`src/rtl/pio_out_blink.sv`:
```
// Avalon-MM output PIO with readback, atomic set/clear and per-bit hardware blink.
// Optional feature macro: PIO_OUT_BLINK_EN (prescaler, BLINK_MASK, BLINK_DIV, STATUS).
module pio_out_blink #(
    parameter int               WIDTH       = 18,
    parameter int               DIV_W       = 24,
    parameter logic [WIDTH-1:0] RESET_VALUE = '0
) (
    input  logic             clk,
    input  logic             reset_n,
    input  logic [2:0]       address,
    input  logic             chipselect,
    input  logic             write_n,
    input  logic [31:0]      writedata,
    input  logic             read_n,
    output logic [31:0]      readdata,
    output logic [WIDTH-1:0] out_port
);

    typedef enum logic [2:0] {
        ADDR_DATA   = 3'd0,
        ADDR_SET    = 3'd1,
        ADDR_CLEAR  = 3'd2,
        ADDR_MASK   = 3'd3,
        ADDR_DIV    = 3'd4,
        ADDR_STATUS = 3'd5
    } regAddr_t;

    logic             w_wr;
    logic             w_rd;
    logic [WIDTH-1:0] w_wdata;
    logic [WIDTH-1:0] w_data_next;
    logic [WIDTH-1:0] w_blink_bits;
    logic [31:0]      w_rd_val;
    logic             w_unused_bits;
    logic [WIDTH-1:0] r_data;

    assign w_wr          = chipselect & ~write_n;
    assign w_rd          = chipselect & ~read_n;
    assign w_wdata       = writedata[WIDTH-1:0];
    // Upper writedata bits are architecturally ignored.
    assign w_unused_bits = ^writedata;

    always_comb begin
        w_data_next = r_data;
        if (w_wr) begin
            case (address)
                ADDR_DATA:  w_data_next = w_wdata;
                ADDR_SET:   w_data_next = r_data | w_wdata;
                ADDR_CLEAR: w_data_next = r_data & ~w_wdata;
                default:    w_data_next = r_data;
            endcase
        end
    end

    always_ff @(posedge clk or negedge reset_n) begin
        if (!reset_n) begin
            r_data <= RESET_VALUE;
        end else begin
            r_data <= w_data_next;
        end
    end

`ifdef PIO_OUT_BLINK_EN
    logic [WIDTH-1:0] r_mask;
    logic [DIV_W-1:0] r_div;
    logic [DIV_W-1:0] r_cnt;
    logic             r_phase;
    logic             w_wr_mask;
    logic             w_wr_div;
    logic             w_blink_on;

    assign w_wr_mask  = w_wr && (address == ADDR_MASK);
    assign w_wr_div   = w_wr && (address == ADDR_DIV);
    assign w_blink_on = (r_div != '0);

    always_ff @(posedge clk or negedge reset_n) begin
        if (!reset_n) begin
            r_mask <= '0;
            r_div  <= '0;
        end else begin
            if (w_wr_mask) begin
                r_mask <= writedata[WIDTH-1:0];
            end
            if (w_wr_div) begin
                r_div <= writedata[DIV_W-1:0];
            end
        end
    end

    // A BLINK_DIV write restarts the half-period from phase 0 and wins over a toggle.
    always_ff @(posedge clk or negedge reset_n) begin
        if (!reset_n) begin
            r_cnt   <= '0;
            r_phase <= 1'b0;
        end else if (w_wr_div || !w_blink_on) begin
            r_cnt   <= '0;
            r_phase <= 1'b0;
        end else if (r_cnt == r_div) begin
            r_cnt   <= '0;
            r_phase <= ~r_phase;
        end else begin
            r_cnt   <= r_cnt + 1'b1;
        end
    end

    assign w_blink_bits = r_mask & {WIDTH{r_phase}};

    always_comb begin
        w_rd_val = '0;
        case (address)
            ADDR_DATA, ADDR_SET, ADDR_CLEAR: w_rd_val[WIDTH-1:0] = r_data;
            ADDR_MASK:                       w_rd_val[WIDTH-1:0] = r_mask;
            ADDR_DIV:                        w_rd_val[DIV_W-1:0] = r_div;
            ADDR_STATUS:                     w_rd_val[1:0]       = {w_blink_on, r_phase};
            default:                         w_rd_val            = '0;
        endcase
    end
`else
    assign w_blink_bits = '0;

    always_comb begin
        w_rd_val = '0;
        case (address)
            ADDR_DATA, ADDR_SET, ADDR_CLEAR: w_rd_val[WIDTH-1:0] = r_data;
            default:                         w_rd_val            = '0;
        endcase
    end
`endif

    // Reads are zero-latency; reset also forces the bus quiet.
    assign readdata = (reset_n && w_rd) ? w_rd_val : '0;
    assign out_port = r_data ^ w_blink_bits;

endmodule

```
`config.mk`:
```
export PLATFORM = sky130hd
export DESIGN_NAME = pio_out_blink
export DESIGN_NICKNAME = d
export VERILOG_FILES = /design/src/rtl/pio_out_blink.sv
export SDC_FILE = /design/constraint.sdc
export NUM_CORES = 1
export LEC_CHECK = 0
export BUFFER_PORTS_ARGS = -buffer_cell sky130_fd_sc_hd__buf_2
export CORE_AREA = 2 2 62 64
export DETAILED_ROUTE_END_ITERATION = 10
export DIE_AREA = 0 0 64 66
export HOLD_SLACK_MARGIN = 0.02
export MAX_ROUTING_LAYER = met4
export PLACE_DENSITY = 0.84
export REMOVE_ABC_BUFFERS = 1
export SLEW_MARGIN = 15
export SYNTH_ARGS = -nofsm -noshare
export SYNTH_HDL_FRONTEND = slang
export SYNTH_SLANG_ARGS = --single-unit
```
`constraint.sdc`:
```
create_clock -name clk -period 1.25 [get_ports clk]
set_clock_uncertainty 0.1 [all_clocks]
set_input_delay 0.125 -clock clk [delete_from_list [all_inputs] [get_ports clk]]
set_output_delay 0.125 -clock clk [all_outputs]
set_load 0.02 [all_outputs]
```
# ---- Word-level counts from Yosys, hierarchy flattened
# Index checks and enable logic that the tools add are counted.
dict set report totals {
  regBits 18
  output_inout_bits 50
}
dict set report classes {
  eq_ne 2
  mux 3
  n_bitwise 7
  n_reduce_logical 5
}
# cell count
set op_table {}
lappend op_table {{$pmux 18 s3} 1}
lappend op_table {{$mux 18} 2}
lappend op_table {{$and 18x18->18} 1}
lappend op_table {{$not 18->18} 1}
lappend op_table {{$or 18x18->18} 1}
lappend op_table {{$eq 3x1->1 const B} 1}
lappend op_table {{$eq 3x2->1 const B} 1}
lappend op_table {{$logic_not 3->1} 1}
lappend op_table {{$reduce_bool 3->1} 1}
lappend op_table {{$reduce_or 3->1} 1}
lappend op_table {{$and 1x1->1} 2}
lappend op_table {{$not 1->1} 2}
lappend op_table {{$reduce_and 2->1} 1}
lappend op_table {{$logic_and 1x1->1} 1}

# ---- Logic depth before layout (Yosys ltp)
# Gate-level depths: netlist of the first run.
dict set report depth {
  word_depth 4
  ltp_mapped 5
}

# ---- Worst setup path before layout of the first run
# No wires, ideal clock.
dict set report synth_path {
  kind {input to output}
  start {input address[2]}
  end {output readdata[10]}
  arrival_ns 1.192
  required_ns 1.025
  slack_ns -0.167
  stages 5
  cell_sequence {nand2b_1 clkbuf_1 nor4b_4 buf_6 and2_1}
}
dict set report synth_between {
  elab_chain_len 4
  word_cells_on_any_way 6
  cone_classes {eq/ne: 2; mux: 2; reduce/logical: 2}
}
# item line
set synth_rtl {}
lappend synth_rtl {{from (decl)} 10} ;# input logic [2:0] address,
lappend synth_rtl {{$eq 3x1->1 (tied with other cells)} 123} ;# case (address)
lappend synth_rtl {{$reduce_or 3->1 *} 123}
lappend synth_rtl {{$mux 18 *} 123}
lappend synth_rtl {{$mux 18 *} 131} ;# assign readdata = (reset_n && w_rd) ? w_rd_val : '0;
lappend synth_rtl {{to (decl)} 15} ;# output logic [31:0] readdata,
# Mark *: on every way between the ends. The rest lies on a longest branch, timed or not.

# ---- Final worst setup path of the first run
dict set report layout_path {
  start {input address[2]}
  end {output readdata[11]}
}
# Same word-level chain as after synthesis.

==> results by stage, run 1 <==
Outcome:
- The run finished, with violations left.
- The final reports fail on negative setup slack.

Worst hold path:
- The path class of the tightest hold or removal check is input port to flip-flop.

Critical path:
- The maximum fanout encountered on the critical timing path is 11.
- STA classifies the critical path startpoint as an input port.
- The worst setup path is captured at an output port.
- For the worst setup path, the data arrival time is 1150 ps.
- STA puts the critical path data required time at 1020 ps.
- The critical path in this run is classified as input port to output port.

Die:
- The full die area is 0.00422 sq mm.
- The number of top-level pins is 90.
- The initial utilization of the core area, before any placement, comes to 35.0%.
- The number of placement rows is 22.
- The die extent in y is between 60 and 70 um.
- The overall die width is 64 um.
- The core region is 0.00355 sq mm.

Cells and area:
- The multi-input combinational cells in the finished layout cover a total of approximately 690 sq um.
- After routing the design area is slightly below 0.002 sq mm.
- The area overhead of the layout relative to synthesis is 58.4%.
- In the layout the commonest cells are buf_2, dlygate4sd3_1, buf_6.
- The final antenna diode count is 0.
- In the final layout, the share of cells above drive strength 1 is around two fifths.
- The register with the most flip-flops in the layout has 18 of them.
- Leaving out fill and tap cells, the most frequent cell in the layout is buf_2.
- After filler insertion, the fill cell instance count of the layout stands at 315.
- Summing all flip-flop and latch instances after layout gives 450 sq um.
- The number of nets in the finished design is around 270.

Timing:
- Setup repair after global routing could not meet its margin everywhere.
- The number of max-slew violations in the final report is 0.
- The time the worst path needs with I/O delays and setup is 1370 ps.
- The post-layout worst setup margin is -123 ps.
- Dividing the final minimum period by the clock period gives 110%.
- The number of hold violations in the final report was 0.
- Setup violations remaining at the end of the flow were counted as 18.
- The maximum frequency from static timing analysis is 728 MHz.
- For the final routed database, the setup TNS stands at -1740 ps.

Logic synthesis:
- The sequential area share after synthesis is 36.3%.
- The number of unique standard cell types used by synthesis is 16.
- dfrtp_1 takes more of the synthesized area than any other cell.
- The average footprint of a synthesized cell is 8.94 sq um.
- The mapped netlist covers between 0.001 and 0.0015 sq mm.
- In the synthesized netlist, the number of instances is 139.
- The number of warnings issued by yosys is 0.
- The top cell type by area accounts for 36.3% of the synthesized area.
- Synthesis inferred 18 register bits.
- After synthesis, the cell types taking the most area are dfrtp_1, a32oi_1, o31ai_1.

Drt:
- The via count is approximately 1,300.
- The first detailed-routing pass ran for 4 iterations.
- The remaining antenna violation count is 0.
- Using the TritonRoute via totals, the vias-per-cell ratio works out to around 4.9.
- The final wirelength is 3710 um.
- For this block, the initial DRC count from the detailed router was 78.
- After detailed routing, the average wire length per cell comes to 13.7 um.
- For this run, design rule violations remaining after detail routing come to 0.

Placed design:
- At the placement stage, the worst setup path has a slack of -190 ps.
- The half-perimeter wire length after detailed placement is around 2400 um.
- During placement, the flow inserted port buffers numbering 61.
- The congestion estimate from routability-driven global placement came to 0.706.
- The area after detailed placement is 0.00159 sq mm.

Clock network:
- CTS saw 18 sinks.
- The clock transition at the registers of the reported paths is 110 ps.
- The clock passes through at most 2 buffers.
- The later pin in the worst-skew pair is clocked with a latency of ~280 ps.
- The number of buffers created by CTS is 3.
- The root buffer selected by CTS is clkbuf_4.
- The CTS tree is yes.
- CTS built an H-tree with a depth of 1.

Global route:
- Across every metal layer, demand over resource in global routing totals 18.0%.
- The global-route wire length before repair is ~5700 um.
- Summed over all layers, the global routing overflow is 0.
- The number of global-route vias before repair came to 1,198.
- The number of antenna violations at the first check in global routing was 0.
- The maximum number of pins on one net before global-route repair is 20.

Power and ir drop:
- The peak ir drop on the vdd network is approximately 0.0005 V.
- Summed over all cells, the static leakage comes to about 0.00096 uW.
- The power density of the placed cells is roughly 1200 mW/mm^2.
- The completed layout was analyzed and its total power is 2360 uW.

Flow run:
- Across the run, the number of max-cap violations was 0.
## cell type report
| cell class | count | share of cell area (%) |
|---|---|---|
| sequential | 18 | 22.9 |
| timing repair buffer | 93 | 36.9 |
| clock buffer | 4 | 1.84 |
| tap | 48 | 3.05 |
| multi-input combinational | 109 | 35.3 |
## cells in the mapped netlist
library cell / number
and2_1: 19
dfrtp_1: 18
nand2_1: 18
o31ai_1: 18
a32oi_1: 16
nor2_1: 16
buf_4: 15
clkbuf_1: 6
buf_6: 3
a22oi_1: 2
nor3b_1: 2
nor4b_4: 2
buf_2: 1
conb_1: 1
nand2b_1: 1
xor2_1: 1
## cells by family (layout without fill, tap and decap cells)
| logic type | count (synthesis) | in the layout | share of synthesized area [%] |
|---|---|---|---|
| buf+inv | 25 | 97 | 14.0 |
| flops | 18 | 18 | 36.3 |
| compound gates | 36 | 36 | 23.4 |
| xor+xnor | 1 | 1 | 0.705 |
| other cells | 1 | 14 | 0.302 |
| simple gates | 58 | 58 | 25.4 |
## final timing paths
kind | to | start | cells past startpoint | slack [ps]
setup / recovery | readdata[11] | address[2] | 6 | -120
hold / removal | out_port[3] | write_n | 3 | 140
setup reg to reg | out_port[11] | out_port[11] | 3 | 230
hold reg to reg | out_port[12] | out_port[12] | 2 | 450
max in group asynchronous | out_port[4] | reset_n | 3 | 600
min in group asynchronous | out_port[13] | reset_n | 3 | 250
## per-stage QoR
| step | instances | hold slack (ps) | util, % |
|---|---|---|---|
| 2_1_floorplan | 127 | -271 | - |
| 3_3_place_gp | 248 | 22.7 | 44.6 |
| 3_5_place_dp | 248 | 39.9 | 44.6 |
| 4_1_cts | 272 | 135 | 53.8 |
| 5_1_grt | 272 | 160 | 55.4 |
| 6_report | 272 | 143 | 55.4 |
## critical path: stages
cell and delay [ps]:
buf_6 90, nand2b_4 140, nor4b_4 310, buf_6 180, and2_1 160, buf_6 130
## layer usage
metal	routed length, um	up-vias	global-route usage [%]	part of all wire, %
li1	-	648	-	-
met1	1510	626	19.4	41
met2	1960	55	33.6	53
met3	150	10	2.04	4.0
met4	90	0	7.07	2.4
met5	0	-	-	0
## repair_timing
action / in CTS / in global routing
hold buffers: 19 / 0
resized for setup: 30 / 16
pin swaps: 1 / 1
setup buffers: 1 / 0
endpoints found under the hold margin: 36 / 0
endpoints found under the setup margin: 18 / 18
## report_power, final
group | internal, uW | switching (uW)
logic | 418 | 617
registers | 777 | 190
clock network | 177 | 182
Power figures use the tool's default switching activity.
==> run 2: changes to the inputs <==
- CORE_AREA: 2 2 62 64 -> 2 2 61 63
- CTS_BUF_LIST: unset -> sky130_fd_sc_hd__clkbuf_8
- DIE_AREA: 0 0 64 66 -> 0 0 63 65
- PLACE_DENSITY: 0.84 -> 0.86
- SKIP_LAST_GASP: unset -> 1
==> results by stage, run 2 (synthesis gave the netlist of run 1 again) <==
Timing:
- The post-layout worst setup margin is -187 ps (was -123 ps).
- The number of hold violations in the final report is 0 (unchanged).
- The number of max-slew violations in the final report is 0 (unchanged).
- The time the worst path needs with I/O delays and setup is 1440 ps (was 1370 ps).
- The final setup violation count is 18 (unchanged).
- The final cycle utilization of the critical path is 115% (was 110%).
- The worst hold slack is 33.4 ps (was 143 ps).
- The maximum frequency from static timing analysis is 696 MHz (was 728 MHz).
- RSZ-0062 raised after global routing: yes (unchanged).

Clock network:
- The number of buffers created by CTS is 3 (unchanged).
- The clock transition at the registers of the reported paths is 70 ps (was 110 ps).
- The insertion delay to the later sink of the worst-skew pair is 250 ps (was 280 ps).
- The root buffer selected by CTS is clkbuf_8 (was clkbuf_4).
- The setup fix buffers added after clock tree synthesis is 0 (was 1).
- The number of levels the H-tree was split into is 1 (unchanged).
- The CTS tree is yes (unchanged).
- The maximum buffer depth of the clock tree is 2 (unchanged).
- The number of sinks driven by the clock tree is 18 (unchanged).

Placed design:
- The routability congestion estimate was 0.693 (was 0.706).
- The area after detailed placement was 0.00160 sq mm (was 0.00159 sq mm).
- The half-perimeter wire length after detailed placement was 2430 um (was 2380 um).
- The post-placement worst setup slack is -259 ps (was -190 ps).
- The number of buffers added on ports was 61 (unchanged).

Cells and area:
- The final non-filler cell area came to 0.00199 sq mm (was 0.00197 sq mm).
- The area overhead of the layout relative to synthesis is 60.5% (was 58.4%).
- The number of nets in the finished design is 266 (was 265).
- The number of filler cells placed in the layout is 311 (was 315).
- The final antenna diode count is 0 (unchanged).
- The leading cell type in the layout, fill and taps excluded is buf_2 (unchanged).
- Leading cell types in the layout, fill and taps excluded: buf_2, buf_6, and2_4 (was buf_2, dlygate4sd3_1, buf_6).
- The total area of multi-input combinational cells was 722 sq um (was 694 sq um).
- The storage element area is 450 sq um (unchanged).
- The fraction of layout instances using a drive strength above 1 is 45.5% (was 39.7%).
- The number of flip-flops under the largest register name came to 18 (unchanged).

Power and ir drop:
- The switching power share of the total is 41.5% (was 41.9%).
- The cell internal power dissipation is 1410 uW (was 1370 uW).
- The combinational share of power came to 43.0% (was 43.8%).
- The peak ir drop on the vdd network came to 0.000589 V (was 0.000501 V).
- The share of total power in the clock network came to 16.2% (was 15.2%).
- The power density of the placed cells is 1210 mW/mm^2 (was 1200 mW/mm^2).
- The share of power burned in registers is 40.8% (was 41.0%).
- The standby leakage power is 0.000978 uW (was 0.000958 uW).
- The net switching power was 1000 uW (was 989 uW).

Critical path:
- The endpoint kind of the worst setup timing path is an output port (unchanged).
- The critical path class is input port to output port (unchanged).
- The depth of the worst register-to-register path is 3 (unchanged).
- The maximum fanout encountered on the critical timing path is 7 (was 11).
- The category of the worst setup path launch point was an input port (unchanged).
- The data arrival at the endpoint of the critical path is 1210 ps (was 1150 ps).
- The required time of the critical path is 1020 ps (about the same).

Die:
- The overall die width came to 63 um (was 64 um).
- The number of top-level pins is 90 (unchanged).
- The area inside the core boundary is 0.00350 sq mm (was 0.00355 sq mm).
- The die extent in y is 65 um (was 66 um).
- The number of placement rows is 22 (unchanged).
- The initial cell density of the core came to 35.5% (was 35.0%).
- The full die area is 0.00410 sq mm (was 0.00422 sq mm).

Drt:
- The remaining antenna violation count is 0 (unchanged).
- The number of DRC violations after detailed-routing iteration 0 is 38 (was 78).
- The detailed-router iteration count before antenna repair was 4 (unchanged).
- The final wirelength came to 3840 um (was 3710 um).
- The detailed-route vias per instance is 4.88 (was 4.92).
- The total DRC errors in the routed layout is 0 (unchanged).
- The via count came to 1,327 (was 1,339).
- The routed length per placed instance is 14.1 um (was 13.7 um).

Global route:
- The maximum number of pins on one net before global-route repair is 20 (unchanged).
- The all-layer global routing usage came to 19.7% (was 18.0%).
- The global-route wire length before repair came to 6110 um (was 5720 um).
- The global route total overflow is 0 (unchanged).
- The number of antenna violations at the first check in global routing was 0 (unchanged).
- The number of global-route vias before repair is 1,276 (was 1,198).

Worst hold path:
- The number of instances on the worst hold path came to 3 (unchanged).
- The class of the tightest hold or removal check is input port to flip-flop (unchanged).

Outcome:
- Result of the run: complete, but fails checks (unchanged).
- Violations in the final reports: negative setup slack (unchanged).

Flow run:
- The number of violations of the max-capacitance limit is 0 (unchanged).
## run 2: cell types whose count changed in the layout (fill, tap and decap cells not counted), sizes merged
cell | before | now
buf | 74 | 77
dlygate4sd3 | 19 | 17
clkbuf | 4 | 3
## run 2: per-stage QoR
step / std cells / util, % / setup TNS, ps / power (uW)
6_report: 272 / 57.1 / -3020 / 2410
5_1_grt: 272 / 57.1 / -4050 / 2580
4_1_cts: 271 / 56.6 / -3650 / 2410
3_5_place_dp: 252 / 45.8 / -4680 / 1920
3_3_place_gp: 252 / 45.8 / -4120 / 1900
2_1_floorplan: 127 / - / -5690 / 1510
## run 2: critical path, cell delays in order
cell and delay, ps:
buf_6 90, and2_4 160, nor4b_4 370, buf_4 220, and2_4 150, buf_6 110
## run 2: final cells by class
class	count	share of cell area (%)
clock buffers	3	2.07
multi-input cells	109	36.2
flip-flops and latches	18	22.6
well taps	48	3.01
repair buffers	94	36.1
## run 2: path summary, 6_finish.rpt
| check | startpoint | to | slack, ps |
|---|---|---|---|
| max | address[1] | readdata[2] | -190 |
| min | writedata[12] | out_port[12] | 30 |
| max reg2reg | out_port[12] | out_port[12] | 250 |
| min reg2reg | out_port[16] | out_port[16] | 440 |
| max in group asynchronous | reset_n | out_port[15] | 500 |
| min in group asynchronous | reset_n | out_port[13] | 350 |
## run 2: power groups by stage
stage	sequential, uW	clock, uW	combinational [uW]
after floorplan	1190	0	320
after global placement	972	0	931
after detailed placement	974	0	951
after CTS	980	398	1030
after global routing	1020	433	1130
final	985	390	1040
## run 2: timing repair
action	CTS	global route
hold endpoints to repair	33	1
setup endpoints to repair	18	18
hold buffers	16	1
cloned	0	0
pin swaps	3	1
resized for setup	56	2
## run 2: layer usage
layer / GRT usage [%] / wire length [um] / vias to the layer above
met2: 34.7 / 1990 / 57
met3: 2.26 / 198 / 4
met5: - / 0 / -
met1: 24.2 / 1630 / 614
met4: 5.00 / 22 / 0
li1: - / - / 652
==> run 3: changes to the inputs <==
- ABC_AREA: unset -> 1
- GPL_TIMING_DRIVEN: unset -> 0
==> results by stage, run 3 <==
Outcome:
- Result of the run: finished clean (was complete, but fails checks).

Logic synthesis:
- The average footprint of a synthesized cell is 6.33 sq um (was 8.94 sq um).
- The dominant cell type by area after synthesis is dfrtp_1 (unchanged).
- The number of warnings issued by yosys is 0 (unchanged).
- The synthesized netlist cell count is 197 (was 139).
- The netlist area before placement is 0.00125 sq mm (was 0.00124 sq mm).
- The most used standard cell by instance count after synthesis is nand2_1 (was and2_1).
- The sequential area share after synthesis came to 36.1% (was 36.3%).
- Top area cells in the synthesized netlist: dfrtp_1, nand2_1, inv_1 (was dfrtp_1, a32oi_1, o31ai_1).
- Most instantiated cells after synthesis: nand2_1, inv_1, nor2_1 (was and2_1, dfrtp_1, nand2_1, o31ai_1).
- The fraction of synthesized cell area taken by the top area cell type is 36.1% (was 36.3%).
- The register bit count reported by yosys was 18 (unchanged).
- The share of flip-flops with an asynchronous set or reset was 100% (unchanged).
- The number of flops mapped to enable cells by yosys is 0 (unchanged).
- The prevailing post-synth register cell is dfrtp_1 (unchanged).
- The number of unique standard cell types used by synthesis is 13 (was 16).

Timing:
- Measured against its own limit, the worst slew margin works out to 44.8%.
- The final setup violation count was 0 (was 18).
- The final cycle utilization of the critical path is 94.9% (was 115%).
- The number of max-slew violations in the final report is 0 (unchanged).
- The maximum frequency from static timing analysis is 843 MHz (was 696 MHz).
- The time the worst path needs with I/O delays and setup is 1190 ps (was 1440 ps).
- RSZ-0062 raised after global routing: yes (unchanged).
- For the pin with the worst max-slew slack, the measured transition is 828 ps.
- The number of hold violations in the final report is 0 (unchanged).
- The setup TNS after final layout is 0 ps (was -3020 ps).

Global route:
- The global route total overflow is 0 (unchanged).
- The number of antenna violations at the first check in global routing came to 0 (unchanged).
- The maximum number of pins on one net before global-route repair was 20 (unchanged).
- The all-layer global routing usage is 15.8% (was 19.7%).
- The global-route wire length before repair is 5000 um (was 6110 um).
- The number of global-route vias before repair was 1,110 (was 1,276).

Power and ir drop:
- The cell internal power dissipation is 1160 uW (was 1410 uW).
- The combinational share of power is 36.9% (was 43.0%).
- The share of total power in the clock network is 21.3% (was 16.2%).
- The share of power burned in registers is 41.8% (was 40.8%).
- The standby leakage power is 0.00109 uW (was 0.000978 uW).
- The net switching power is 734 uW (was 1000 uW).
- The switching power share of the total is 38.7% (was 41.5%).
- The power density of the placed cells came to 1070 mW/mm^2 (was 1210 mW/mm^2).
- The peak ir drop on the vdd network is 0.000390 V (was 0.000589 V).

Drt:
- The detailed-route vias per instance is 4.08 (was 4.88).
- The routed length per placed instance came to 9.78 um (was 14.1 um).
- The final wirelength was 3130 um (was 3840 um).
- The remaining antenna violation count is 0 (unchanged).
- The detailed-router iteration count before antenna repair is 4 (unchanged).
- The number of DRC violations after detailed-routing iteration 0 is 59 (was 38).
- The via count is 1,307 (was 1,327).
- The total DRC errors in the routed layout was 0 (unchanged).

Critical path:
- The worst flop-to-flop path startpoint was out_port[11] (was out_port[12]).
- The endpoint kind of the worst setup timing path is an output port (unchanged).
- The worst-path cell with the longest stage delay is buf_2 (was nor4b_4).
- Cells along the critical path: buf_2 -> nor2_4 -> o21ai_4 -> buf_4 -> nor2_1 -> buf_2 (was buf_6 -> and2_4 -> nor4b_4 -> buf_4 -> and2_4 -> buf_6).
- The longest individual stage delay on the worst path was 180 ps (was 370 ps).
- The capturing point of the worst reg2reg path is out_port[11] (was out_port[12]).
- The depth of the worst register-to-register path is 2 (was 3).
- The category of the worst setup path launch point is an input port (unchanged).
- The setup slack on the worst flop-to-flop path came to 520 ps (was 250 ps).
- The maximum fanout encountered on the critical timing path was 7 (unchanged).
- The data arrival at the endpoint of the critical path is 960 ps (was 1210 ps).
- The critical path class is input port to output port (unchanged).
- The required time of the critical path was 1020 ps (about the same).
- The cell seen most often among critical-path stages is buf_2.

Clock network:
- The number of levels the H-tree was split into is 1 (unchanged).
- The clock transition at the registers of the reported paths is 70 ps (about the same).
- The root buffer selected by CTS is clkbuf_8 (unchanged).
- The maximum buffer depth of the clock tree was 2 (unchanged).
- The CTS tree is yes (unchanged).
- The insertion delay to the later sink of the worst-skew pair was 250 ps (about the same).
- The number of buffers created by CTS is 3 (unchanged).
- The number of sinks driven by the clock tree was 18 (unchanged).

Placed design:
- The number of buffers added on ports is 61 (unchanged).
- The cell count after placement is 299 (was 252).
- The routability congestion estimate came to 0.671 (was 0.693).
- The half-perimeter wire length after detailed placement is 1930 um (was 2430 um).

Die:
- The die extent in y is 65 um (unchanged).
- The area inside the core boundary came to 0.00350 sq mm (unchanged).
- The full die area came to 0.00410 sq mm (unchanged).
- The overall die width came to 63 um (unchanged).
- The number of placement rows is 22 (unchanged).
- The initial cell density of the core was 35.7% (was 35.5%).
- The number of top-level pins was 90 (unchanged).

Cells and area:
- The number of flip-flops under the largest register name is 18 (unchanged).
- The fraction of layout instances using a drive strength above 1 is 27.2% (was 45.5%).
- The total area of multi-input combinational cells is 579 sq um (was 722 sq um).
- The post-layout instance count excluding filler cells is 320 (was 272).
- The final antenna diode count is 0 (unchanged).
- The number of nets in the finished design is 314 (was 266).
- The leading cell type in the layout, fill and taps excluded is nand2_1 (was buf_2).
- The area overhead of the layout relative to synthesis was 41.6% (was 60.5%).
- The number of filler cells placed in the layout is 342 (was 311).
- Leading cell types in the layout, fill and taps excluded: nand2_1, buf_2, inv_1, nor2_1, nand3_1 (was buf_2, buf_6, and2_4).
- The storage element area is 450 sq um (unchanged).

Worst hold path:
- The worst min-delay path startpoint is writedata[6] (was writedata[12]).
- The class of the tightest hold or removal check is input port to flip-flop (unchanged).
- The number of instances on the worst hold path is 3 (unchanged).
- The hold-critical path endpoint is out_port[6] (was out_port[12]).

Flow run:
- The number of violations of the max-capacitance limit is 0 (unchanged).
-- run 3: how the worst max path moves through the flow --
stage / from / end / cells after the start
after CTS: address[2] / readdata[9] / 5
after floorplan: address[2] / out_port[0] / 6
after global placement: reset_n / readdata[13] / 6
after global routing: chipselect / readdata[17] / 7
after detailed placement: reset_n / readdata[9] / 6
final: address[2] / readdata[9] / 6
-- run 3: worst max-delay path, delay by kind of cell --
| family | cells | cell delay [ps] |
|---|---|---|
| AO/OA/AOI/OAI | 1 | 80 |
| buffers and inverters | 3 | 480 |
| AND/OR/NAND/NOR | 2 | 280 |
-- run 3: cell type report --
class                      instances  area share, %
timing repair buffer              78           27.7
multi-input combinational        134           32.8
clock buffer                       3           2.34
tap                               48           3.40
sequential                        18           25.5
inverter                          39           8.29
-- run 3: power groups by stage --
| stage | combinational, uW | clock (uW) | sequential (uW) |
|---|---|---|---|
| 6_report | 699 | 404 | 793 |
| 5_1_grt | 777 | 443 | 809 |
| 4_1_cts | 693 | 426 | 792 |
| 3_5_place_dp | 645 | 0 | 801 |
| 3_3_place_gp | 629 | 0 | 799 |
| 2_1_floorplan | 259 | 0 | 947 |
-- run 3: cell families (layout without fill, tap and decap cells) --
family / after synthesis / count (layout) / share of synthesized area, %
simple gates: 118 / 119 / 40.0
buf+inv: 59 / 120 / 22.9
flops: 18 / 18 / 36.1
other cells: 1 / 14 / 0.301
compound gates: 1 / 1 / 0.702
-- run 3: per-stage QoR --
| stage | util, % | hold WS [ps] | power, uW | cell area (sq um) | setup WS (ps) |
|---|---|---|---|---|---|
| floorplan | - | -271 | 1210 | 1160 | 73.0 |
| global placement | 43.6 | -13.1 | 1430 | 1520 | -293 |
| detailed placement | 43.6 | -8.68 | 1450 | 1520 | -338 |
| CTS | 49.5 | 20.3 | 1910 | 1730 | -32.2 |
| global route | 50.5 | 27.0 | 2030 | 1770 | -37.9 |
| finish | 50.5 | 24.6 | 1900 | 1770 | 64.3 |
-- run 3: timing repair --
action / 4_1_cts / 5_1_grt
buffers inserted: 0 / 3
hold buffers: 14 / 0
gates resized for setup: 4 / 1
endpoints found under the setup margin: 24 / 47
hold endpoints to repair: 31 / 0
gates cloned: 1 / 0
pin swaps: 1 / 2
-- run 3: per-layer routing --
metal	up-vias	share of wire, %	track usage [%]
li1	692	-	-
met1	562	46	19.2
met2	53	48	27.8
met3	0	5.5	2.43
met4	0	0	3.33
met5	-	0	-
